[src/rtl/fpga_timebase_pkg.sv]
// Shared encodings and sizing for the timebase controller and its counter.
package fpga_timebase_pkg;

  localparam int PERIOD_W = 17;
  localparam logic [PERIOD_W-1:0] DEFAULT_PERIOD = 17'd124999;

  typedef enum logic [1:0] {
    OP_SET_PERIOD = 2'd0,
    OP_START      = 2'd1,
    OP_STOP       = 2'd2,
    OP_ABORT      = 2'd3
  } cfg_op_e;

  typedef enum logic [1:0] {
    ST_IDLE  = 2'd0,
    ST_RUN   = 2'd1,
    ST_DRAIN = 2'd2
  } state_e;

endpackage

[src/rtl/fpga_timebase_cnt.sv]
// Loadable divide-by-(P+1) counter; strobes o_wrap on the cycle it sits at P.
module fpga_timebase_cnt
  import fpga_timebase_pkg::*;
(
  input  logic                i_clk,
  input  logic                i_rst_n,
  input  logic                i_clear,
  input  logic                i_enable,
  input  logic [PERIOD_W-1:0] i_period,
  output logic                o_wrap
);

  logic [PERIOD_W-1:0] r_count;
  logic                w_wrap;

  assign w_wrap = i_enable && (r_count == i_period);
  assign o_wrap = w_wrap;

  always_ff @(posedge i_clk or negedge i_rst_n) begin
    if (!i_rst_n) begin
      r_count <= '0;
    end else if (i_clear || w_wrap) begin
      r_count <= '0;
    end else if (i_enable) begin
      r_count <= r_count + PERIOD_W'(1);
    end
  end

endmodule

[src/rtl/fpga_timebase_ctrl.sv]
// Timebase controller: command handshake, run/drain FSM, deferred period
// updates and the registered tick / divided clock / tick counter outputs.
module fpga_timebase_ctrl
  import fpga_timebase_pkg::*;
(
  input  logic                clk25mhz,
  input  logic                reset_n,
  input  logic                cfg_valid,
  output logic                cfg_ready,
  input  logic [1:0]          cfg_op,
  input  logic [PERIOD_W-1:0] cfg_data,
  output logic                tick,
  output logic                clk_out,
  output logic                running,
  output logic [15:0]         tick_count
);

  state_e              r_state;
  logic [PERIOD_W-1:0] r_period;
  logic [PERIOD_W-1:0] r_pendData;
  logic                r_pendValid;
  logic                r_tick;
  logic                r_clkOut;
  logic [15:0]         r_tickCount;

  cfg_op_e             w_op;
  logic                w_accept;
  logic                w_wrap;
  logic                w_clear;
  logic                w_enable;

  assign w_op     = cfg_op_e'(cfg_op);
  assign w_accept = cfg_valid && !r_pendValid;
  assign w_enable = (r_state != ST_IDLE);
  assign w_clear  = w_accept && ((w_op == OP_ABORT) ||
                                 ((w_op == OP_START) && (r_state == ST_IDLE)));

  fpga_timebase_cnt u_cnt (
    .i_clk    (clk25mhz),
    .i_rst_n  (reset_n),
    .i_clear  (w_clear),
    .i_enable (w_enable),
    .i_period (r_period),
    .o_wrap   (w_wrap)
  );

  // Wrap handling first; an accepted command on the same edge overrides it.
  always_ff @(posedge clk25mhz or negedge reset_n) begin
    if (!reset_n) begin
      r_state     <= ST_IDLE;
      r_period    <= DEFAULT_PERIOD;
      r_pendData  <= '0;
      r_pendValid <= 1'b0;
      r_tick      <= 1'b0;
      r_clkOut    <= 1'b0;
      r_tickCount <= '0;
    end else begin
      r_tick <= w_wrap;
      if (w_wrap) begin
        r_clkOut    <= ~r_clkOut;
        r_tickCount <= r_tickCount + 16'd1;
        if (r_pendValid) begin
          r_period    <= r_pendData;
          r_pendValid <= 1'b0;
        end
        if ((r_state == ST_DRAIN) && r_clkOut) begin
          r_state <= ST_IDLE;
        end
      end
      if (w_accept) begin
        unique case (w_op)
          OP_SET_PERIOD: begin
            if (r_state == ST_IDLE) begin
              r_period <= cfg_data;
            end else begin
              r_pendData  <= cfg_data;
              r_pendValid <= 1'b1;
            end
          end
          OP_START: begin
            if (r_state == ST_IDLE) begin
              r_state     <= ST_RUN;
              r_clkOut    <= 1'b0;
              r_tickCount <= '0;
            end else if (r_state == ST_DRAIN) begin
              r_state <= ST_RUN;
            end
          end
          OP_STOP: begin
            if (r_state == ST_RUN) begin
              r_state <= ST_DRAIN;
            end
          end
          OP_ABORT: begin
            r_state     <= ST_IDLE;
            r_clkOut    <= 1'b0;
            r_tickCount <= '0;
            r_pendValid <= 1'b0;
            r_tick      <= 1'b0;
          end
        endcase
      end
    end
  end

  assign cfg_ready  = !r_pendValid;
  assign tick       = r_tick;
  assign clk_out    = r_clkOut;
  assign tick_count = r_tickCount;
  assign running    = (r_state != ST_IDLE);

endmodule

[config.mk]
export PLATFORM = sky130hd
export DESIGN_NAME = fpga_timebase_ctrl
export DESIGN_NICKNAME = d
export VERILOG_FILES = /design/src/rtl/fpga_timebase_pkg.sv /design/src/rtl/fpga_timebase_cnt.sv /design/src/rtl/fpga_timebase_ctrl.sv
export SDC_FILE = /design/constraint.sdc
export NUM_CORES = 1
export LEC_CHECK = 0
export CAP_MARGIN = 20
export CORE_MARGIN = 10
export CORE_UTILIZATION = 46
export CTS_BUF_LIST = sky130_fd_sc_hd__clkbuf_8
export DETAILED_ROUTE_END_ITERATION = 12
export PLACE_DENSITY = 0.67
export SYNTH_ARGS = -nofsm -noshare
export SYNTH_HDL_FRONTEND = slang
export SYNTH_SLANG_ARGS = --single-unit
[constraint.sdc]
create_clock -name clk25mhz -period 3.4 [get_ports clk25mhz]
set_input_delay 0.51 -clock clk25mhz [delete_from_list [all_inputs] [get_ports clk25mhz]]
set_output_delay 0.51 -clock clk25mhz [all_outputs]
set_load 0.01 [all_outputs]
==> summary.md, run 1 <==
| Metric | Value |
|---|---|
| Status | completed |
| Final setup violation count | 0 |
| Cts repair resizes | 0 |
| FFs w/ async S/R, synth | 100.0% |
| Final period util | between 70% and 80% |
| Slack of the critical path | 998.0 ps |
| Die X-Extent | between 100 and 150 um |
| Setup Buffers After CTS | 0 |
| Seq/Total Area, Yosys | between 40% and 50% |
| Layout area overhead | 20.65% |
| Dpl ws | roughly 870 ps |
| Hold Crit Class | primary input to asynchronous set/reset pin |
| Yosys warning total | 0 |
| Final wirelength | between 7 and 8 mm |
| Final core utilization | between 50% and 60% |
| DR top layer | met4 |
| # IOs | 42 |
| Max cap viols | 0 |
| Synthesized cell area | roughly 3700 um^2 |
| Met3 WL | roughly 490 um |
| Crit-path max FO | 18 |
| Nets@finish | between 400 and 500 |
| Largest net degree at the start of global routing | between 40 and 50 |
| Worst EP arrival | ~2700 ps |
| Syn Area/Cell | 11.25 um^2 |
| Global-route wire length before repair | 12.72 mm |
| # diodes | 0 |
| RD Place Congestion | 0.8368 |
| Synth top cells by count | dfrtp_1, nor2_1, xor2_1 |
| Dpl hpwl | 5.647 mm |
| Drt first pass iters | 4 |
| EDFF count, synth | 0 |
| Std-Cell Rows | 32 |
| Hold-fix buffers, CTS | 0 |
| Leakage | between 2 and 2.5 nW |
| Max Fclk | around 420 MHz |
| Post-Syn Instances | 329 |
| Die area | ~12000 um^2 |
| Gr usage total | a little over an eighth |
| Initial antenna violation count | 0 |
| Required @ worst endpoint | approximately 3600 ps |
| Non-Filler Instances | ~500 |
| Synth cell types | 51 |
| Yosys top cell by area | dfrtp_1 |
| Synth Net Count | 357 |
| Final instance area | around 4500 um^2 |
| Wire per inst | between 15 and 20 um |
| Core box area | approximately 7800 um^2 |
| Die Y | 109.7 um |
| Cell Area, Placed | approximately 4200 um^2 |
| Slew headroom | between 60% and 70% |
| Power per cell area | around 680 nW/um^2 |
| Top cells by area, synth | dfrtp_1, dfstp_2, xor2_1 |
| Placed instance count | ~470 |
| TritonCTS clock tree | yes |
| Vias per cell | around 5.4 |
| Worst slew pin tran | approximately 560 ps |
| Vias in the first global route | ~2600 |
| Met1 wire length | about 3.6 mm |
| Clock Tree Root | clkbuf_8 |
| Reg clk slew, reported paths | roughly 90 ps |
| Layout Skew | about 14 ps |
| Synth top area share | roughly 43% |
| Setup TNS | 0 ps |
| CTS max path bufs | 2 |
| Total Power | between 3 and 4 mW |
| Most common cell in the synthesized netlist | dfrtp_1 |
| Final Hold Viols | 0 |
| Post-synth top flop | dfrtp_1 |
| Final slew viol count | 0 |
| Clock Sinks | 72 |
| Crit path kind | register to register |
| Flops & latches, synth | roughly 70 |
| Critical Path Sink Type | register |
| Clock buffer count from CTS | 9 |
| VDD IR-drop max | between 0.0003 and 0.0004 V |
| Gr ovfl total | 0 |
| Initial Util | between 40% and 50% |
| DR WL met2 | 3.458 mm |
| Worst setup SP type | register |
| Via Count | roughly 2600 |
| Hold slack | between 60 and 70 ps |
| Layout cell share with drive strength beyond 1 | between 10% and 20% |
| Worst-skew pair later-pin latency | about 360 ps |
| Input/output buffers | a little over 40 |
| DRC viols | 0 |
| Initial DRC count | 97 |
| RSZ-0062 raised after global routing | no |
| Post-route ant nets | 0 |
| H-tree depth | 3 |
| Min Tclk post-route | around 2400 ps |
-- worst max-delay path: stages, from the launching register on --
cell     delay [ps]
dfrtp_1         450
xor2_1          210
nor4_2          330
nand3_2         420
nor3_4          270
buf_4           270
nor2_4          130
a21o_1          200
-- cell type report --
class                           instances  area, um^2
Multi-Input combinational cell        236        1778
Clock inverter                          7       93.84
Timing Repair Buffer                   50       485.5
Inverter                               12       45.04
Tap cell                              102       127.6
Clock buffer                            9       123.9
Sequential cell                        72        1813
Fill cell                             676        3301
-- power by group --
part | internal (mW) | switching, mW | total (mW)
clock | 0.412 | 0.329 | 0.741
combinational | 0.465 | 0.453 | 0.917
sequential | 1.15 | 0.217 | 1.37
-- metal layers --
layer	vias to the layer above	GRT usage, %
met3	8	3.628
li1	1279	-
met2	69	20.49
met4	0	5.019
met1	1270	17.44
met5	-	0
-- placed cells by master, fill, tap and decap left out, types with 7 or more instances in the layout --
master,netlist,final
inv_1,12,12
clkdlybuf4s50_1,0,40
nand3_1,10,10
mux2_2,17,17
nand2_1,17,17
xnor2_1,19,19
a21oi_1,7,7
xor2_1,23,23
buf_4,0,8
a21o_1,17,17
clkbuf_8,0,9
dfrtp_1,63,63
dfstp_2,9,9
a22o_1,18,18
nor2_1,31,31
-- registers in the layout (all words and copies together), names as in the netlist --
name,cells
clk_out,1
r_pendData,17
r_pendValid,1
r_period,17
r_state,2
tick,1
tick_count,16
u_cnt.r_count,17
-- cells by family after synthesis --
family	share of synthesized area, %
compound gates	11.76
simple gates	18.55
flops	48.97
fa+ha+maj	2.028
xor+xnor	9.936
mux	5.745
buf+inv	3.008
-- path summary, 6_finish.rpt --
path / startpoint / to / slack [ps] / cells after the start
max: u_cnt.r_count[4] / r_period[3] / 1000 / 7
min: reset_n / tick_count[7] / 70 / 1
max reg2reg: u_cnt.r_count[4] / r_period[3] / 1000 / 7
min reg2reg: r_period[10] / r_period[10] / 500 / 1
max in group asynchronous: reset_n / r_period[0] / 2700 / 2
min in group clk25mhz: r_period[10] / r_period[10] / 500 / 1
Power figures use the tool's default switching activity.
==> run 2: changes to the inputs <==
==> constraint.sdc (replaced) <==
create_clock -name clk25mhz -period 2.3 [get_ports clk25mhz]
set_input_delay 0.345 -clock clk25mhz [delete_from_list [all_inputs] [get_ports clk25mhz]]
set_output_delay 0.345 -clock clk25mhz [all_outputs]
set_load 0.01 [all_outputs]
==> summary.md, run 2 (same netlist as run 1, synthesis figures left out) <==
| Metric | Value |
|---|---|
| Slowest-stage cell, CP | dfrtp_1 |
| Die Y | between 100 and 150 um |
| H-tree depth | 3 |
| Crit path kind | register to register |
| Clock Tree Root | clkbuf_8 |
| Global-route wire length before repair | 13.10 mm |
| Placed instance count | 479 |
| Buf/Inv on CP | 1 |
| FF-to-FF End | tick_count[13] |
| Leakage | approximately 2 nW |
| Hold slack | -8.090 ps |
| CTS max path bufs | 2 |
| Die X-Extent | 109.7 um |
| Via Count | approximately 2700 |
| Vias in the first global route | ~2700 |
| Final wirelength | between 7 and 8 mm |
| Max incr delay on CP | 470 ps |
| Reg2reg start | u_cnt.r_count[4] |
| Final instance area | between 4000 and 5000 um^2 |
| # diodes | 0 |
| Std-Cell Rows | 32 |
| Die area | approximately 12000 um^2 |
| Largest delay share family, worst path | simple AND/OR/NAND/NOR gates |
| Non-Filler Instances | approximately 500 |
| VDD IR-drop max | 0.0006263 V |
| Status | finished, violations left |
| Critical path, cell by cell | xor2_1 > nor4_2 > nand3_2 > buf_4 > nor3_2 > a21bo_2 > a21oi_1 |
| Slew headroom | 49.37% |
| Hold Crit Class | primary input to asynchronous set/reset pin |
| Final setup violation count | 0 |
| Final Hold Viols | 8 |
| Most frequent cells in the layout | dfrtp_1, clkdlybuf4s50_1, nor2_1, xor2_1, xnor2_1 |
| RSZ-0062 raised after global routing | no |
| Setup Buffers After CTS | 0 |
| Final period util | between 90% and 100% |
| Gr ovfl total | 0 |
| Layout cell share with drive strength beyond 1 | 20.87% |
| Cell Area, Placed | between 4000 and 5000 um^2 |
| Most common cell after layout, fill and taps aside | dfrtp_1 |
| Nets@finish | approximately 420 |
| Dpl hpwl | between 5 and 6 mm |
| Failing checks | negative hold slack |
| Critical Path Sink Type | register |
| Total Power | ~4.5 mW |
| Clock Sinks | a little over 70 |
| Final slew viol count | 0 |
| Required @ worst endpoint | 2540 ps |
| Worst setup SP type | register |
| Min Tclk post-route | approximately 2100 ps |
| TritonCTS clock tree | yes |
| DRC viols | 0 |
| Layout Skew | roughly 9.9 ps |
| Drt first pass iters | 4 |
| R2R cell count | 7 |
| Largest net degree at the start of global routing | 73 |
| Max Fclk | around 470 MHz |
| RD Place Congestion | 0.8699 |
| Worst slew pin tran | 758.7 ps |
| Crit-path max FO | 13 |
| Reg clk slew, reported paths | ~80 ps |
| Layout area overhead | 22.17% |
| Gr usage total | a little over an eighth |
| Setup TNS | 0 ps |
| Vias per cell | 5.354 |
| Core box area | slightly below 8000 um^2 |
| Clock buffer count from CTS | 9 |
| Max cap viols | 0 |
| Wire per inst | between 15 and 20 um |
| Worst EP arrival | ~2400 ps |
| Worst-skew pair later-pin latency | between 300 and 400 ps |
| Reg2Reg Setup Slack | 150 ps |
| Input/output buffers | a little over 40 |
| # IOs | 42 |
| Post-route ant nets | 0 |
| Initial Util | a little under half |
| Initial antenna violation count | 0 |
| Largest registers | r_pendData: 17 flops, r_period: 17 flops, u_cnt.r_count: 17 flops |
| Initial DRC count | 116 |
| Power per cell area | 988.5 nW/um^2 |
run 2: changes by cell type in the layout (fill, tap and decap cells not counted):
cell and delta:
buf_4 +6, clkinvlp_4 -2, clkinv_4 +2, buf_12 +1
bufinv_16 -1, nor4_2 +1, nor4_1 -1, clkinv_2 -1
inv_6 +2
run 2: area by class of cell:
cell class | count | area [um^2]
fillers | 674 | 3244
repair buffers | 57 | 550.5
multi-input cells | 236 | 1784
well taps | 102 | 127.6
clock inverters | 7 | 78.83
flip-flops and latches | 72 | 1813
inverters | 12 | 45.04
clock buffers | 9 | 123.9
run 2: how the worst max path moves through the flow:
stage                     startpoint        endpoint  slack, ps  cells after the start
floorplan                r_period[2]  tick_count[14]        310                      5
global placement           cfg_op[0]    r_period[12]        -40                      7
detailed placement         cfg_op[0]     r_period[8]       -100                      7
CTS                     r_period[11]  tick_count[13]        120                      7
global route        u_cnt.r_count[4]  tick_count[13]         20                      7
finish              u_cnt.r_count[4]  tick_count[13]        150                      7
run 2: power by group:
group / total (mW) / internal (mW) / switching, mW
logic: 1.43 / 0.742 / 0.693
clock network: 1.03 / 0.514 / 0.512
registers: 2.01 / 1.70 / 0.309
run 2: per-stage QoR:
stage               setup slack (ps)  util [%]
floorplan                      305.5         -
global placement              -40.57     55.54
detailed placement            -96.85     55.54
CTS                            121.5     58.15
global route                   17.63     58.23
finish                         153.9     58.23
run 2: layer usage:
layer	GRT usage, %	vias to the layer above	part of all wire, %
li1	-	1291	-
met1	17.68	1293	48
met2	20.91	54	46
met3	4.096	12	4.6
met4	4.833	0	1.5
met5	0	-	0
run 2: repair_timing:
action                                  CTS  global route
resized for setup                         0             1
hold buffers                              0             0
endpoints found under the setup margin    0             3
==> run 3: changes to the inputs <==
--- a/config.mk
+++ b/config.mk
@@ -11,6 +11,7 @@
 export CTS_BUF_LIST = sky130_fd_sc_hd__clkbuf_8
 export DETAILED_ROUTE_END_ITERATION = 12
 export PLACE_DENSITY = 0.67
+export REMOVE_ABC_BUFFERS = 1
 export SYNTH_ARGS = -nofsm -noshare
 export SYNTH_HDL_FRONTEND = slang
 export SYNTH_SLANG_ARGS = --single-unit
==> summary.md, run 3 (same netlist as run 1, synthesis figures left out) <==
| Metric | Value |
|---|---|
| Critical path, cell by cell | xor2_1 > nor4_2 > nand3_2 > buf_4 > nor3_2 > a21bo_2 > a21oi_1 |
| RSZ-0062 raised after global routing | no |
| Clock Tree Root | clkbuf_8 |
| DRC viols | 0 |
| Final setup violation count | 0 |
| Die area | 12040 um^2 |
| Worst slew pin tran | around 800 ps |
| TritonCTS clock tree | yes |
| Reg clk slew, reported paths | around 70 ps |
| Clock buffer count from CTS | 9 |
| Layout Skew | 12.07 ps |
| # diodes | 0 |
| Worst EP arrival | 2360 ps |
| Initial Util | a little under half |
| Slew headroom | 46.58% |
| Die Y | 109.7 um |
| Layout area overhead | 22.71% |
| Initial DRC count | 112 |
| Gr usage total | approximately 14% |
| Wire per inst | between 15 and 20 um |
| Cts repair resizes | 0 |
| FF+latch area | roughly 1800 um^2 |
| Most common cell after layout, fill and taps aside | dfrtp_1 |
| R2R cell count | 7 |
| Die X-Extent | 109.7 um |
| Final slew viol count | 0 |
| Dpl ws | -105.5 ps |
| Fillcell total | between 600 and 700 |
| Failing checks | negative hold slack |
| Final Hold Viols | 3 |
| Setup TNS | 0 ps |
| Cell Area, Placed | 4329 um^2 |
| Gr ovfl total | 0 |
| Vias in the first global route | around 2700 |
| Hold Crit Class | primary input to asynchronous set/reset pin |
| RD Place Congestion | 0.8633 |
| CTS max path bufs | 2 |
| Status | finished, violations left |
| FF-to-FF End | tick_count[13] |
| Dpl hpwl | between 5 and 6 mm |
| Power per cell area | roughly 1000 nW/um^2 |
| Global-route wire length before repair | between 10 and 15 mm |
| Buf/Inv on CP | 1 |
| Final period util | between 90% and 100% |
| Max Fclk | 471.7 MHz |
| # IOs | 42 |
| H-tree depth | 3 |
| Crit path kind | register to register |
| Nets@finish | 418 |
| Crit-path max FO | 14 |
| Post-route ant nets | 0 |
| Final wirelength | between 7 and 8 mm |
| Most frequent cells in the layout | dfrtp_1, clkdlybuf4s50_1, nor2_1, xor2_1, xnor2_1 |
| Leakage | a little over 2 nW |
| Required @ worst endpoint | roughly 2500 ps |
| Critical Path Sink Type | register |
| Slack of the critical path | between 150 and 200 ps |
| Multi-input combinational cell area | approximately 1800 um^2 |
| Worst setup SP type | register |
| Largest registers | r_pendData: 17 flops, r_period: 17 flops, u_cnt.r_count: 17 flops |
| Clock Sinks | 72 |
| Hold-fix buffers, CTS | 0 |
| Input/output buffers | a little over 40 |
| Largest delay share family, worst path | simple AND/OR/NAND/NOR gates |
| Via Count | roughly 2600 |
| Reg2reg start | u_cnt.r_count[7] |
| Drt first pass iters | 4 |
| Largest net degree at the start of global routing | between 70 and 80 |
| Max cap viols | 0 |
| Setup Buffers After CTS | 0 |
| Max incr delay on CP | 460 ps |
| Worst-skew pair later-pin latency | 350 ps |
| Std-Cell Rows | 32 |
| VDD IR-drop max | approximately 0.00065 V |
| Total Power | 4.534 mW |
| Reg2Reg Setup Slack | 180 ps |
| Core box area | just under 8000 um^2 |
| Initial antenna violation count | 0 |
| Hold slack | -5.168 ps |
| Vias per cell | around 5.3 |
| Layout cell share with drive strength beyond 1 | roughly a fifth |
| Final instance area | between 4000 and 5000 um^2 |
| Slowest-stage cell, CP | dfrtp_1 |
| Min Tclk post-route | 2120 ps |
## run 3: cell types whose count changed in the layout (fill, tap and decap cells not counted)
cell	change
clkinv_4	-2
clkbuf_8	+1
bufinv_16	+1
inv_1	+3
buf_4	+2
inv_6	-3
nor4_1	+1
nor4_2	-1
## run 3: power breakdown
| group | switching, mW | internal [mW] |
|---|---|---|
| Clock | 0.457 | 0.627 |
| Sequential | 0.307 | 1.70 |
| Combinational | 0.699 | 0.740 |
| Total | 1.46 | 3.07 |
## run 3: final cells by class
type | count | area share, %
well taps | 102 | 2.809
multi-input cells | 236 | 39.14
flip-flops and latches | 72 | 39.91
clock buffers | 10 | 3.029
clock inverters | 6 | 1.680
repair buffers | 59 | 12.45
inverters | 12 | 0.9915
## run 3: per-layer routing
| layer | share of wire (%) | track usage (%) | vias up | wire, um |
|---|---|---|---|---|
| met2 | 44 | 20.40 | 42 | 3492 |
| met1 | 50 | 19.51 | 1267 | 3953 |
| li1 | - | - | 1296 | - |
| met3 | 3.0 | 1.931 | 12 | 238 |
| met4 | 2.1 | 6.970 | 0 | 168 |
| met5 | 0 | 0 | - | 0 |
## run 3: stage by stage
stage / utilization (%) / cells / hold WS [ps]
floorplan: - / 320 / 49.41
global placement: 55.73 / 481 / 403.6
detailed placement: 55.73 / 481 / 404.6
CTS: 58.49 / 497 / 23.23
global route: 58.49 / 497 / 42.63
finish: 58.49 / 497 / -5.168
## run 3: worst max-delay path by stage
stage / start / end / slack [ps] / depth (start not counted)
2_1_floorplan: r_period[15] / r_period[10] / 70 / 6
3_3_place_gp: cfg_op[0] / r_period[8] / -60 / 7
3_5_place_dp: cfg_op[0] / r_period[4] / -110 / 7
4_1_cts: u_cnt.r_count[7] / tick_count[13] / 170 / 7
5_1_grt: u_cnt.r_count[2] / tick_count[11] / 20 / 7
6_report: u_cnt.r_count[7] / tick_count[13] / 180 / 7
